<file path="src/rtl/prim_ram_2p_fifo.sv">
// FIFO controller for an external 2-port RAM (port A writes, port B reads), with a
// 2-entry prefetch buffer that hides the RAM's 1-cycle read latency.
module prim_ram_2p_fifo #(
  parameter  int Width = 32,
  parameter  int Depth = 128,
  localparam int Aw    = $clog2(Depth)
) (
  input  logic             clk_i,
  input  logic             rst_i,
  input  logic             wvalid_i,
  output logic             wready_o,
  input  logic [Width-1:0] wdata_i,
  output logic             rvalid_o,
  input  logic             rready_i,
  output logic [Width-1:0] rdata_o,
  output logic [Aw+1:0]    depth_o,
  output logic             ram_a_req_o,
  output logic             ram_a_write_o,
  output logic [Aw-1:0]    ram_a_addr_o,
  output logic [Width-1:0] ram_a_wdata_o,
  output logic             ram_b_req_o,
  output logic             ram_b_write_o,
  output logic [Aw-1:0]    ram_b_addr_o,
  output logic [Width-1:0] ram_b_wdata_o,
  input  logic [Width-1:0] ram_b_rdata_i
);

  localparam logic [Aw:0] FullCnt = (Aw+1)'(Depth);

  logic [Aw:0]      wr_ptr_r, rd_ptr_r, ram_cnt_s;
  logic             pend_r;
  logic [1:0]       buf_cnt_r;
  logic             buf_rd_r, buf_wr_r;
  logic [Width-1:0] buf_mem_r [2];
  logic             push_s, pop_s, issue_s;
  logic [2:0]       occ_s;

  assign ram_cnt_s = wr_ptr_r - rd_ptr_r;

  // Handshakes, read-issue decision and RAM port drive
  always_comb begin
    wready_o      = (ram_cnt_s != FullCnt);
    push_s        = wvalid_i & wready_o;
    rvalid_o      = (buf_cnt_r != 2'd0);
    pop_s         = rvalid_o & rready_i;
    rdata_o       = buf_mem_r[buf_rd_r];
    // Words already committed to the buffer once the pending return lands
    occ_s         = {1'b0, buf_cnt_r} + {2'b00, pend_r} - {2'b00, pop_s};
    issue_s       = (ram_cnt_s != {(Aw+1){1'b0}}) & (occ_s < 3'd2);
    ram_a_req_o   = push_s;
    ram_a_write_o = push_s;
    ram_a_addr_o  = wr_ptr_r[Aw-1:0];
    ram_a_wdata_o = wdata_i;
    ram_b_req_o   = issue_s;
    ram_b_write_o = 1'b0;
    ram_b_addr_o  = rd_ptr_r[Aw-1:0];
    ram_b_wdata_o = {Width{1'b0}};
    depth_o       = {1'b0, ram_cnt_s} + {{(Aw+1){1'b0}}, pend_r} + {{Aw{1'b0}}, buf_cnt_r};
  end

  // Pointer, pending-read and buffer occupancy state
  always_ff @(posedge clk_i) begin
    if (rst_i) begin
      wr_ptr_r  <= {(Aw+1){1'b0}};
      rd_ptr_r  <= {(Aw+1){1'b0}};
      pend_r    <= 1'b0;
      buf_cnt_r <= 2'd0;
      buf_rd_r  <= 1'b0;
      buf_wr_r  <= 1'b0;
    end else begin
      if (push_s) wr_ptr_r <= wr_ptr_r + {{Aw{1'b0}}, 1'b1};
      if (issue_s) rd_ptr_r <= rd_ptr_r + {{Aw{1'b0}}, 1'b1};
      pend_r    <= issue_s;
      if (pend_r) buf_wr_r <= ~buf_wr_r;
      if (pop_s) buf_rd_r <= ~buf_rd_r;
      buf_cnt_r <= buf_cnt_r + {1'b0, pend_r} - {1'b0, pop_s};
    end
  end

  // Capture returning RAM data; a return landing on a reset edge is dropped
  always_ff @(posedge clk_i) begin
    if (!rst_i && pend_r) begin
      buf_mem_r[buf_wr_r] <= ram_b_rdata_i;
    end
  end

endmodule

</file>
<file path="config.mk">
export PLATFORM = sky130hd
export DESIGN_NAME = prim_ram_2p_fifo
export DESIGN_NICKNAME = d
export VERILOG_FILES = /design/src/rtl/prim_ram_2p_fifo.sv
export SDC_FILE = /design/constraint.sdc
export NUM_CORES = 1
export LEC_CHECK = 0
export CAP_MARGIN = 10
export CORE_MARGIN = 4
export CORE_UTILIZATION = 30
export DETAILED_ROUTE_END_ITERATION = 10
export GPL_ROUTABILITY_DRIVEN = 0
export HOLD_SLACK_MARGIN = 0.05
export PLACE_DENSITY = 0.73
export SLEW_MARGIN = 20
export SYNTH_ARGS = -nofsm -noshare
export SYNTH_HDL_FRONTEND = slang
export SYNTH_SLANG_ARGS = --single-unit
</file>
<file path="constraint.sdc">
create_clock -name clk_i -period 4.1 [get_ports clk_i]
set_clock_uncertainty 0.15 [all_clocks]
set_input_delay 1.025 -clock clk_i [delete_from_list [all_inputs] [get_ports clk_i]]
set_output_delay 1.025 -clock clk_i [all_outputs]
set_load 0.005 [all_outputs]
</file>
==> metrics.txt <==
run status=complete, no violations; crit path capture type=output port; main area contributors after synthesis=edfxtp_1 (43%), buf_4 (13%), dfxtp_1 (9.7%), mux2_2 (8.5%), ha_1 (3.6%); Fin Hold WS=0.369 ns; die area=17100 um2; Antenna Nets Post-Route=0; Row Count=44; Critical Path Start Type=input pin; vias in the first global route=2899; I/O pin count=193; area leader, netlist=edfxtp_1; drt total wl=10200 um; Hold/Removal Path Class=flop to flop; fmax=249 MHz; die height=131 um; initial antenna violation count=0; # nets final=546; Register Area=2360 um2; area of the multi-input gates=1760 um2; Worst Path Max Fanout=2; worst-case clock buffer depth=2; Max VDD drop=0.000405 V; DRT iter0 DRCs=159; clock buffer count from CTS=9; final instance area=5960 um2; leakage=0.00225 uW; Mapped Cells=370; clk_lat worst skew=0.34 ns; period utilization=97.8%; Avg Cell Area, Syn=12.2 um2; Filler cells=1372; Worst Path Required=2.92 ns; Pwr Density=647 nW/um2; drt first pass iters=4; Max Cap Viol=0; Tot GR Track Use=11.4%; Setup CP Type=input pin to output port; Mapped Area=4520 um2; Final Non-Filler Cells=649; register area share after synthesis=52.3%; first-pass GRT wire length=14700 um; DR vias=2965; DP HPWL=7330 um; Core Region=14600 um2; largest net degree at the start of global routing=33; CTS tree=yes; Layout area overhead=31.8%; share of cells above drive strength 1=26.9%; via/cell ratio=4.57; DR WL/cell=15.8 um; endpoints failing setup=0; Post-synth top flop=edfxtp_1; Clock Root Buffer=clkbuf_16; Synth top area share=42.5%; I/O Buffers=95; CP max stage delay=0.39 ns; placed cell count=617; Max H-tree Level=3; Inserted Diodes=0; asr flop ratio synth=0%; synthesized flop and latch total=86; Initial Utilization=30.9%; Residual DRC=0; slowest cell on the critical path=fa_2; count of cell types in the netlist=47; Critical Path, Cell by Cell=dlygate4sd2_1, and2_4, ha_4, inv_1, ha_2, fa_2, xor2_4, nand2b_4, a21o_4, inv_4, buf_6; max-slew violation count=0; clk slew on worst S/H paths=0.06 ns; Arr. time, crit path=2.84 ns; final hold violation count=0; minimum clock period=4.01 ns; die width=131 um; Sink Count=86; Syn. warnings=0; number of synthesized flops with an enable pin=64; placed instance area=5380 um2; GRT overflow=0
[sequential cells by signal, indices dropped and copies added, names as in the netlist, named ones only]
name / cells
buf_wr_r: 1
pend_r: 1
wr_ptr_r: 8
buf_mem_r: 64
buf_cnt_r: 2
buf_rd_r: 1
rd_ptr_r: 8
[cell type report]
type / count / area share (%)
Inverter: 16 / 1.05
Timing Repair Buffer: 135 / 21.1
Multi-Input combinational cell: 213 / 29.5
Clock buffer: 10 / 3.84
Sequential cell: 86 / 39.7
Clock inverter: 5 / 1.01
Tap cell: 184 / 3.86
[what timing repair did]
item | 4_1_cts | 5_1_grt
hold buffers | 0 | 0
resized for setup | 27 | 23
pin swaps | 7 | 8
setup endpoints to repair | 9 | 10
hold endpoints to repair | 0 | 0
buffers inserted | 14 | 3
cloned | 0 | 0
[critical path, delay by kind of cell]
family	cells	cell delay, ns
buffers and inverters	4	0.41
xor gates and xnor gates	1	0.19
adders and majority gates	3	0.81
AOI/OAI and AO/OA	1	0.19
and+or+nand+nor	2	0.21
[stage by stage]
step           util (%)  power (uW)  setup TNS, ns  worst slack [ns]
2_1_floorplan         -        1980              0             0.380
3_3_place_gp       36.7        2710         -0.565            -0.565
3_5_place_dp       36.7        2740         -0.555            -0.555
4_1_cts            39.9        3790        -0.0491           -0.0247
5_1_grt            40.7        4090        -0.0547           -0.0315
6_report           40.7        3860              0            0.0883
[cells in the mapped netlist (all sizes together) (5+ instances only)]
| library cell | count |
|---|---|
| buf | 84 |
| a21oi | 14 |
| ha | 13 |
| a21o | 9 |
| dfxtp | 22 |
| inv | 16 |
| nor2b | 5 |
| nand2 | 9 |
| xor2 | 5 |
| xnor2 | 12 |
| nand3 | 11 |
| nor2 | 19 |
| edfxtp | 64 |
| mux2 | 34 |
[routing by layer]
| metal | wire length, um | GRT usage (%) | vias to the layer above |
|---|---|---|---|
| li1 | - | - | 1367 |
| met4 | 278 | 5.51 | 0 |
| met2 | 4880 | 18.5 | 135 |
| met5 | 0 | 0 | - |
| met3 | 884 | 3.78 | 36 |
| met1 | 4200 | 13.5 | 1427 |
[logic make-up (layout without fill, tap and decap cells)]
family | after synthesis | after routing | share of synthesized area [%]
buf+inv | 103 | 166 | 15.3
flops | 86 | 86 | 52.3
simple gates | 71 | 71 | 8.36
compound gates | 39 | 39 | 6.42
mux | 36 | 36 | 8.92
fa+ha+maj | 17 | 17 | 5.37
xor+xnor | 17 | 17 | 3.30
other cells | 1 | 33 | 0.0830
[report_power, final]
part	total [uW]	switching, uW	internal (uW)
Sequential	1100	50.2	1050
Clock	791	320	470
Combinational	1970	856	1110
Total	3860	1230	2630
[cells in the final DEF, fill, tap and decap left out, drive strengths merged, types with 4 or more instances in the layout]
master	count
clkdlybuf4s50	85
edfxtp	64
buf	41
mux2	34
conb	33
dfxtp	22
nor2	19
inv	17
a21oi	14
ha	13
xnor2	12
nand3	11
clkbuf	11
nand2	9
a21o	9
nor2b	5
dlygate4sd2	5
xor2	5
nand4	4
nand2b	4
o21ai	4
nor3b	4
and3	4
fa	4
[worst paths after layout]
check	depth (start not counted)	startpoint	to	slack [ns]
worst min-delay path	2	buf_rd_r	buf_rd_r	0.37
worst min register to register	2	buf_rd_r	buf_rd_r	0.37
worst max register to register	21	buf_cnt_r[1]	rd_ptr_r[6]	0.31
worst max-delay path	11	rready_i	ram_b_req_o	0.09
Power figures use the tool's default switching activity.
